## src/rtl/sfifo_wr_arbiter.sv

```systemverilog
`default_nettype none
// ============================================================================
// sfifo_wr_arbiter : round-robin, burst-limited write-port arbiter for sfifo
// Revision: 1.0
// ============================================================================
module sfifo_wr_arbiter #(
    parameter int NREQ     = 4,
    parameter int BW       = 8,
    parameter int MAXBURST = 8
) (
    input  logic                 i_clk,
    input  logic                 i_reset_n,
    input  logic [NREQ-1:0]      i_req_valid,
    input  logic [NREQ*BW-1:0]   i_req_data,
    input  logic [NREQ-1:0]      i_req_last,
    output logic [NREQ-1:0]      o_req_ready,
    output logic                 o_fifo_wr,
    output logic [BW-1:0]        o_fifo_data,
    input  logic                 i_fifo_full,
    output logic [NREQ-1:0]      o_grant,
    output logic                 o_busy
);

    localparam int IW = (NREQ > 1) ? $clog2(NREQ) : 1;
    localparam int CW = (MAXBURST > 1) ? $clog2(MAXBURST + 1) : 1;

    localparam logic [0:0] ST_IDLE  = 1'b0;
    localparam logic [0:0] ST_GRANT = 1'b1;

    logic [0:0]      state;
    logic [IW-1:0]   gnt_idx;
    logic [IW-1:0]   last_idx;
    logic [IW-1:0]   pick_idx;
    logic [IW-1:0]   scan_idx;
    logic [CW-1:0]   beat_cnt;
    logic [NREQ-1:0] grant;
    logic [BW-1:0]   gnt_data;
    logic            gnt_valid;
    logic            gnt_last;
    logic            busy;
    logic            accept;
    logic            release_now;

    assign busy = (state == ST_GRANT);

    // Scan downward so the lowest offset after last_idx is written last and wins.
    always_comb begin
        pick_idx = last_idx;
        scan_idx = '0;
        for (int k = NREQ; k >= 1; k--) begin
            scan_idx = IW'((int'(last_idx) + k) % NREQ);
            if (i_req_valid[scan_idx]) begin
                pick_idx = scan_idx;
            end
        end
    end

    always_comb begin
        gnt_data    = '0;
        gnt_valid   = 1'b0;
        gnt_last    = 1'b0;
        o_req_ready = '0;
        for (int i = 0; i < NREQ; i++) begin
            if (gnt_idx == IW'(i)) begin
                gnt_data       = i_req_data[i*BW +: BW];
                gnt_valid      = i_req_valid[i];
                gnt_last       = i_req_last[i];
                o_req_ready[i] = busy & ~i_fifo_full;
            end
        end
    end

    assign accept      = busy & gnt_valid & ~i_fifo_full;
    assign release_now = accept & (gnt_last | (beat_cnt == CW'(MAXBURST - 1)));

    assign o_fifo_wr   = accept;
    assign o_fifo_data = busy ? gnt_data : '0;
    assign o_grant     = grant;
    assign o_busy      = busy;

    always_ff @(posedge i_clk or negedge i_reset_n) begin
        if (!i_reset_n) begin
            state    <= ST_IDLE;
            gnt_idx  <= '0;
            last_idx <= IW'(NREQ - 1);
            beat_cnt <= '0;
            grant    <= '0;
        end else begin
            case (state)
                ST_IDLE: begin
                    if (|i_req_valid) begin
                        gnt_idx  <= pick_idx;
                        beat_cnt <= '0;
                        grant    <= {{(NREQ-1){1'b0}}, 1'b1} << pick_idx;
                        state    <= ST_GRANT;
                    end
                end
                ST_GRANT: begin
                    if (release_now) begin
                        // Clearing here keeps beat_cnt within MAXBURST-1.
                        state    <= ST_IDLE;
                        last_idx <= gnt_idx;
                        grant    <= '0;
                        beat_cnt <= '0;
                    end else if (accept) begin
                        beat_cnt <= beat_cnt + CW'(1);
                    end
                end
                default: begin
                    state <= ST_IDLE;
                    grant <= '0;
                end
            endcase
        end
    end

endmodule
`default_nettype wire
```

## config.mk

```make
export PLATFORM = sky130hd
export DESIGN_NAME = sfifo_wr_arbiter
export DESIGN_NICKNAME = d
export VERILOG_FILES = /design/src/rtl/sfifo_wr_arbiter.sv
export SDC_FILE = /design/constraint.sdc
export NUM_CORES = 1
export LEC_CHECK = 0
export ABC_AREA = 1
export CORE_MARGIN = 5
export CORE_UTILIZATION = 40
export CTS_BUF_LIST = sky130_fd_sc_hd__clkbuf_4 sky130_fd_sc_hd__clkbuf_8
export CTS_CLUSTER_SIZE = 30
export DETAILED_ROUTE_END_ITERATION = 7
export PLACE_DENSITY_LB_ADDON = 0.1
export SLEW_MARGIN = 10
export SYNTH_ARGS = -nofsm -noshare
export SYNTH_HDL_FRONTEND = slang
export SYNTH_SLANG_ARGS = --single-unit
```

## constraint.sdc

```tcl
create_clock -name i_clk -period 4.2 [get_ports i_clk]
set_clock_uncertainty 0.2 [all_clocks]
set_input_delay 0.42 -clock i_clk [delete_from_list [all_inputs] [get_ports i_clk]]
set_output_delay 0.42 -clock i_clk [all_outputs]
set_load 0.02 [all_outputs]
```

# After elaboration in Yosys (flattened, before gate mapping)

Cells that the tools add are included.
Widths: inputs -> output; s select.

Register bits: 13
Word-level logic and storage cells: 74

Add/sub/neg operators: 5
Order comparisons: 4
Eq/ne operators: 7
Shift-type cells: 1
Mux-type cells: 39
Bitwise operators: 7
Reductions and logical operators: 6

Operator list:

| operator            | count |
|---|---|
| $mux 8              | 5 |
| $mux 4              | 5 |
| $mux 1              | 18 |
| $pmux 4 s2          | 2 |
| $lt 2x3->1 const B  | 4 |
| $bmux 1 s2          | 4 |
| $mux 2              | 4 |
| $reduce_and 2->1    | 4 |
| $add 2x1->2 const B | 2 |
| $add 2x2->2 const B | 2 |
| $add 4x1->4 const B | 1 |
| $and 1x1->1         | 4 |
| $eq 2x2->1 const B  | 2 |
| $eq 4x3->1 const B  | 1 |
| $reduce_or 4->1     | 1 |
| $shl 1x2->4 const A | 1 |
| $ne 3x1->1 const B  | 1 |
| $eq 2x1->1 const B  | 1 |
| $logic_not 2->1     | 1 |
| $ne 2x1->1 const B  | 1 |
| $ne 2x2->1 const B  | 1 |
| $not 1->1           | 2 |
| $pmux 1 s2          | 1 |
| $or 1x1->1          | 1 |

# Longest topological paths before layout

Gate-level depths: netlist (run 1).

Word-level depth: 10
Depth in mapped cells: 12
Gate-level depth less buffers: 12

# Least setup slack after synthesis (run 1)

OpenSTA, ideal clock, no wires.

Path kind: register to output
From: register gnt_idx[1]
To: output port o_fifo_data[4]
Arrival: 1,273 ps
Data required time: 3,580 ps
Path slack: 2,307 ps
Cell stages (with the launch flop): 7
Buffers on the path: 1
Cell sequence: dfrtp_1 -> buf_4 -> nor2_1 -> inv_1 -> nor2_1 -> o21a_1 -> nor2_1

Longest elaborated chain between the ends: 6

RTL lines:

| what                     | RTL line | source |
|---|---|---|
| start: declaration       | 31       | `logic [IW-1:0] gnt_idx;` |
| start signal: assignment | 92       | `gnt_idx <= pick_idx;` |
| $logic_not 2->1          | 64       | `if (gnt_idx == IW'(i)) begin` |
| $mux 8 (3 in series)     | 64       |  |
| $mux 8 *                 | 64       |  |
| $mux 8 *                 | 77       | `assign o_fifo_data = busy ? gnt_data : '0;` |
| end: declaration         | 18       | `output logic [BW-1:0] o_fifo_data,` |

Every way passes the cells marked *; elsewhere a longest branch is shown, timed or not.

# Worst setup path after layout (run 1)

From: register gnt_idx[1]
To: output port o_fifo_data[6]

Same word-level chain as after synthesis.

==> results of run 1 <==
## state kept, by name, indices dropped and copies added, names as in the netlist
register  flops
o_grant       4
o_busy        1
last_idx      2
beat_cnt      4
gnt_idx       2
## placed cells by master, fill, tap and decap left out, drive strengths merged
cell type	instances
clkinv	1
o21a	2
o221ai	1
o211ai	2
o21ai	22
nand3	12
xor2	1
nor3	1
a21oi	8
nand2	79
ha	1
dfrtp	11
clkdlybuf4s50	60
inv	16
o22ai	2
nor2	20
dfstp	2
or2	2
clkbuf	3
nand4	1
## path summary, 6_finish.rpt
path	startpoint	end	slack, ns	cells after the start
worst max register to register	gnt_idx[1]$_DFFE_PN0P_	o_grant[3]$_DFFE_PN0P_	2.20	8
worst max-delay path	gnt_idx[1]$_DFFE_PN0P_	o_fifo_data[6]	1.28	6
worst min register to register	o_grant[2]$_DFFE_PN0P_	o_grant[2]$_DFFE_PN0P_	0.29	2
min in group i_clk	o_grant[2]$_DFFE_PN0P_	o_grant[2]$_DFFE_PN0P_	0.29	2
worst min-delay path	i_reset_n	o_grant[3]$_DFFE_PN0P_	0.29	1
max in group asynchronous	i_reset_n	o_grant[1]$_DFFE_PN0P_	3.14	1
## metal layers
metal  vias to the layer above  global-route usage [%]  wire [um]
li1                        726                       -          -
met1                       589                   23.52       1674
met2                        46                   27.51       1534
met3                         6                   3.327        220
met4                         0                   4.580         34
met5                         -                       0          0
## cell type report
| class | count | area share, % |
|---|---|---|
| clock buffer | 3 | 1.247 |
| clock inverter | 1 | 0.2770 |
| inverter | 16 | 3.324 |
| multi-input combinational | 154 | 41.62 |
| sequential | 13 | 18.14 |
| tap | 31 | 2.147 |
| timing repair buffer | 60 | 33.24 |
## through the flow
stage               instances  power (uW)  setup WS, ns  hold WS (ns)
floorplan                 188       834.3         2.307      -0.07559
global placement          274        1137         1.563        0.2711
detailed placement        274        1143         1.550        0.2645
CTS                       278        1224         1.253        0.2965
global route              278        1337         1.047        0.3227
finish                    278        1212         1.277        0.2927
## worst register-to-register path, cell delays in order (launching register included)
cell	delay, ns
dfrtp_1	0.57
nand2_2	0.30
inv_1	0.16
a21oi_4	0.20
nand2_4	0.08
a21oi_4	0.21
nor2_2	0.06
nand2_1	0.06
nand2_1	0.05
## cells by family after synthesis
group | after synthesis | share of synthesized area (%)
xor+xnor | 1 | 0.7472
flops | 13 | 27.96
simple gates | 115 | 42.90
fa+ha+maj | 1 | 1.067
buf+inv | 21 | 7.897
compound gates | 37 | 19.42
## where the power goes
group	internal (uW)	leakage, uW	switching [uW]
logic	371	0.000682	503
registers	182	0.000165	79.7
clock network	35.3	0.0000177	41.1
==> results.md, run 1 <==
* Status: finished clean
* Syn_nets at 232
* Num CTS Buffers at 3
* Postcts setup bufs at 0
* I/O Buffers at 60
* Cell row count at 19
* Max Clk Rate at 342.1 MHz
* Clk_lat worst skew at 0.28 ns
* Diode count at 0
* CP cell instances: nand2_2 -> inv_1 -> nor2_1 -> o221ai_1 -> a21oi_1 -> clkdlybuf4s50_1
* DR pass1 iterations at 4
* Routed wire length per instance at 12.46 um
* Global-route wire length before repair at 5754 um
* Yosys top cell area share at 23.48%
* Via density at 4.917
* RSZ-0062 raised after global routing: false
* CTS max path bufs at 2
* EDFF count, synth at 0
* Final Hold Viols at 0
* Top cells by count, synth: 72 x nand2_1, 20 x o21ai_0, 17 x nor2_1
* Final #Nets at 292
* Crit-path max FO at 14
* Area delta synth->final at 54.11%
* Tot GR Track Use at 17.13%
* Layout cells sized above 1 at 9.717%
* Largest cells by area after synthesis: dfrtp_1 23%, nand2_1 23%, o21ai_0 8.5%
* Leakage power total at 0.0008646 uW
* Core outline area at 0.002781 mm2
* GR Overflow Total at 0
* Routability Congestion at 0.7856
* Setup_tns at 0 ns
* Clock sinks at 13
* Max-cap violations at 0
* PD cells at 671.0 mW/mm2
* Final setup viols at 0
* Mapped cell area at 0.001172 mm2
* Tightest Pin Transition at 0.5568 ns
* Final Cell Area at 0.001807 mm2
* ANT nets after route at 0
* DRC Markers at 0
* Max incr delay on CP at 0.62 ns
* Initial Util at 42.15%
* Ys async rst share at 100.0%
* Starting DRT DRC Count at 50
* Worst-path clk slew at 0.08 ns
* H-tree depth at 1
* Syn Inst Count at 188
* Total vias in the final route at 1367
* Max-slew violations at 0
* Syn Area/Cell at 6.236 um2
* I/O Pins at 61
* Multi-input logic area at 752.0 um2
* Crit end category: output pin
* Post-synth top flop: dfrtp_1
* Post-layout minimum cycle time at 2.923 ns
* Detailed placer's ending HPWL at 2796 um
* Top cell type by total area after synthesis: dfrtp_1
* Seq cells post-synth at 13
* CP Data Required Time at 3.58 ns
* WS Path Type: reg -> out
* Overall routed net length at 3463 um
* CTS root buf: clkbuf_4
* Synth warnings at 0
* Pin count of the biggest net entering global routing at 15
* Startpoint types: flip-flop
* Post-cts sizing count at 0
* Post-CTS Hold Fix Bufs at 0
* Die height at 64.14 um
* Slowest cell on crit path: clkdlybuf4s50_1
* Vias in the first global route at 1228
* Total die area at 0.004114 mm2
* Initial antenna violation count at 0
* FF+latch area at 327.8 um2
* Worst vdd ir at 0.4659 mV
* Delay-heaviest family, CP: buffers and inverters
* Distinct cell type count after synthesis at 30
* Die width at 64.14 um
* Hold Path Class: in -> async
* Fillers at 266
* Most common cell in the netlist: nand2_1
* Post-layout util at 64.96%
* WP data arrival at 2.30 ns
* Worst Path Buf+Inv at 2
* Max_slew headroom at 62.76%
* Tcrit/Tclk final at 69.59%
* Sequential area share after synthesis at 27.96%
* Placed inst area at 0.001779 mm2
* CTS tree: done
Power figures use the tool's default switching activity.
==> run 2: changes to the inputs <==
Clock period 4.2 ns to 2.9 ns, I/O delays scaled along.
==> results.md, run 2 (synthesis gave the netlist of run 1 again) <==
* I/O Pins at 61 (unchanged)
* Via density at 4.957 (+0.80%)
* P_sw at 916.0 uW (+47%)
* Fillers at 268 (+0.75%)
* CTS max path bufs at 2 (unchanged)
* Crit path top cell by count: nor2_1
* Worst-path clk slew at 0.09 ns (about the same)
* Clock power frac at 6.3% (about the same)
* Crit end category: output pin
* Detailed placer's ending HPWL at 2799 um (+0.12%)
* Vias in the first global route at 1261 (+2.7%)
* Crit-path max FO at 14 (unchanged)
* R2r startpoint: gnt_idx[1]$_DFFE_PN0P_
* PD cells at 977.1 mW/mm2 (+46%)
* Hold Path Class: in -> async
* Total die area at 0.004114 mm2 (unchanged)
* Post-layout util at 65.14% (+0.18 points)
* Diode count at 0 (unchanged)
* Reg2reg path depth at 8 (unchanged)
* Final Hold Viols at 0 (unchanged)
* Core outline area at 0.002781 mm2 (unchanged)
* Final setup viols at 0 (unchanged)
* CP Data Required Time at 2.41 ns (-1.17 ns)
* Tcrit/Tclk final at 93.67%
* Max-slew violations at 0 (unchanged)
* Tightest Pin Transition at 0.5535 ns (-0.003275 ns)
* WP data arrival at 2.23 ns (-0.07 ns)
* Num CTS Buffers at 3 (unchanged)
* Post-CTS Hold Fix Bufs at 0 (unchanged)
* Pin count of the biggest net entering global routing at 15 (unchanged)
* CP cell instances: nor2_1 -> inv_1 -> nor2_1 -> o21a_1 -> nor2_1 -> clkdlybuf4s50_1
* H-tree depth at 1 (unchanged)
* Reg2reg setup slack at 0.94 ns (-1.26 ns)
* Max incr delay on CP at 0.67 ns (+0.05 ns)
* Routed wire length per instance at 12.78 um (+2.6%)
* Final setup margin at 0.1836 ns (-1.094 ns)
* Final #Nets at 292 (unchanged)
* I/O Buffers at 60 (unchanged)
* Global-route wire length before repair at 5885 um (+2.3%)
* Initial antenna violation count at 0 (unchanged)
* Logic pwr share at 72.0% (about the same)
* Reg-to-reg critical path endpoint: o_grant[3]$_DFFE_PN0P_
* Highest-count cells in the layout ignoring fill and taps: 72 x nand2_1, 60 x clkdlybuf4s50_1, 20 x o21ai_0
* Area delta synth->final at 54.54%
* Leakage power total at 0.0008711 uW (+0.76%)
* Clk_lat worst skew at 0.28 ns (about the same)
* Post-layout minimum cycle time at 2.716 ns
* CTS root buf: clkbuf_4
* Total vias in the final route at 1378 (+0.80%)
* Clock sinks at 13 (unchanged)
* Max Clk Rate at 368.1 MHz
* Switching portion of total power at 51.74% (+0.32 points)
* Overall routed net length at 3553 um (+2.6%)
* Status: finished clean
* Layout cells sized above 1 at 9.717% (unchanged)
* Startpoint types: flip-flop
* WS Path Type: reg -> out
* CTS tree: done
* Initial Util at 42.15% (unchanged)
* Total power at 1770 uW (+46%)
* Power Internal at 854.3 uW (+45%)
* Slowest cell on crit path: dfrtp_1
* Starting DRT DRC Count at 51 (+2.0%)
* Setup_tns at 0 ns (unchanged)
* RSZ-0062 raised after global routing: false
* Routability Congestion at 0.7884 (+0.36%)
* Tot GR Track Use at 17.49% (+0.36 points)
* Commonest non-fill, non-tap cell in the layout: nand2_1
* ANT nets after route at 0 (unchanged)
* GR Overflow Total at 0 (unchanged)
* Cell row count at 19 (unchanged)
* Max_slew headroom at 62.98% (+0.22 points)
* DRC Markers at 0 (unchanged)
* Worst vdd ir at 0.7190 mV (+54%)
* DR pass1 iterations at 4 (unchanged)
* Die height at 64.14 um (unchanged)
* Power share of the sequential group at 21.6% (about the same)
* Die width at 64.14 um (unchanged)
* Max-cap violations at 0 (unchanged)
* Post-Place Setup Slack at 0.4233 ns (-1.127 ns)
-- run 2: cell counts in the layout (fill, tap and decap cells not counted) --
Identical to the previous run, type by type.
-- run 2: through the flow --
step,area [um2],cells,hold WS [ns]
after global placement,1779,274,0.2711
after global routing,1812,278,0.1878
final,1812,278,0.1586
after CTS,1807,278,0.1744
after detailed placement,1779,274,0.2643
after floorplan,1172,188,-0.2056
-- run 2: worst max-delay path by stage --
stage / endpoint / from / slack [ns]
floorplan: o_grant[0]$_DFFE_PN0P_ / o_busy$_DFF_PN0_ / 1.04
global placement: o_fifo_data[6] / gnt_idx[1]$_DFFE_PN0P_ / 0.49
detailed placement: o_fifo_data[6] / gnt_idx[1]$_DFFE_PN0P_ / 0.42
CTS: o_fifo_data[6] / gnt_idx[1]$_DFFE_PN0P_ / 0.11
global route: o_fifo_data[6] / gnt_idx[1]$_DFFE_PN0P_ / 0.01
finish: o_fifo_data[5] / gnt_idx[1]$_DFFE_PN0P_ / 0.18
-- run 2: what timing repair did --
| item | CTS | global route |
|---|---|---|
| endpoints found under the setup margin | 0 | 2 |
| endpoints found under the hold margin | 0 | 0 |
| resized for setup | 0 | 1 |
| buffers inserted | 0 | 0 |
-- run 2: area by class of cell --
cell class	count	area (um2)	area share [%]
Inverter	16	60.06	3.315
Multi-Input combinational cell	154	757.0	41.78
Clock buffer	3	22.52	1.243
Timing Repair Buffer	60	600.6	33.15
Clock inverter	1	5.005	0.2762
Tap cell	31	38.79	2.141
Sequential cell	13	327.8	18.09
-- run 2: worst max-delay path, delay by kind of cell, from the launching register on --
family          cells  cell delay, ns
buf+inv             2            0.77
flops               1            0.67
simple gates        3            0.32
compound gates      1            0.18
-- run 2: routing by layer --
metal | track usage, % | wire (um)
met5 | 0 | 0
met4 | 3.817 | 31
met3 | 4.203 | 279
met2 | 30.28 | 1631
met1 | 21.98 | 1611
-- run 2: power groups by stage --
stage | logic [uW] | clock network [uW] | registers [uW]
floorplan | 845 | 0 | 363
global placement | 1270 | 0 | 375
detailed placement | 1280 | 0 | 381
CTS | 1280 | 113 | 378
global route | 1410 | 125 | 406
finish | 1280 | 112 | 383
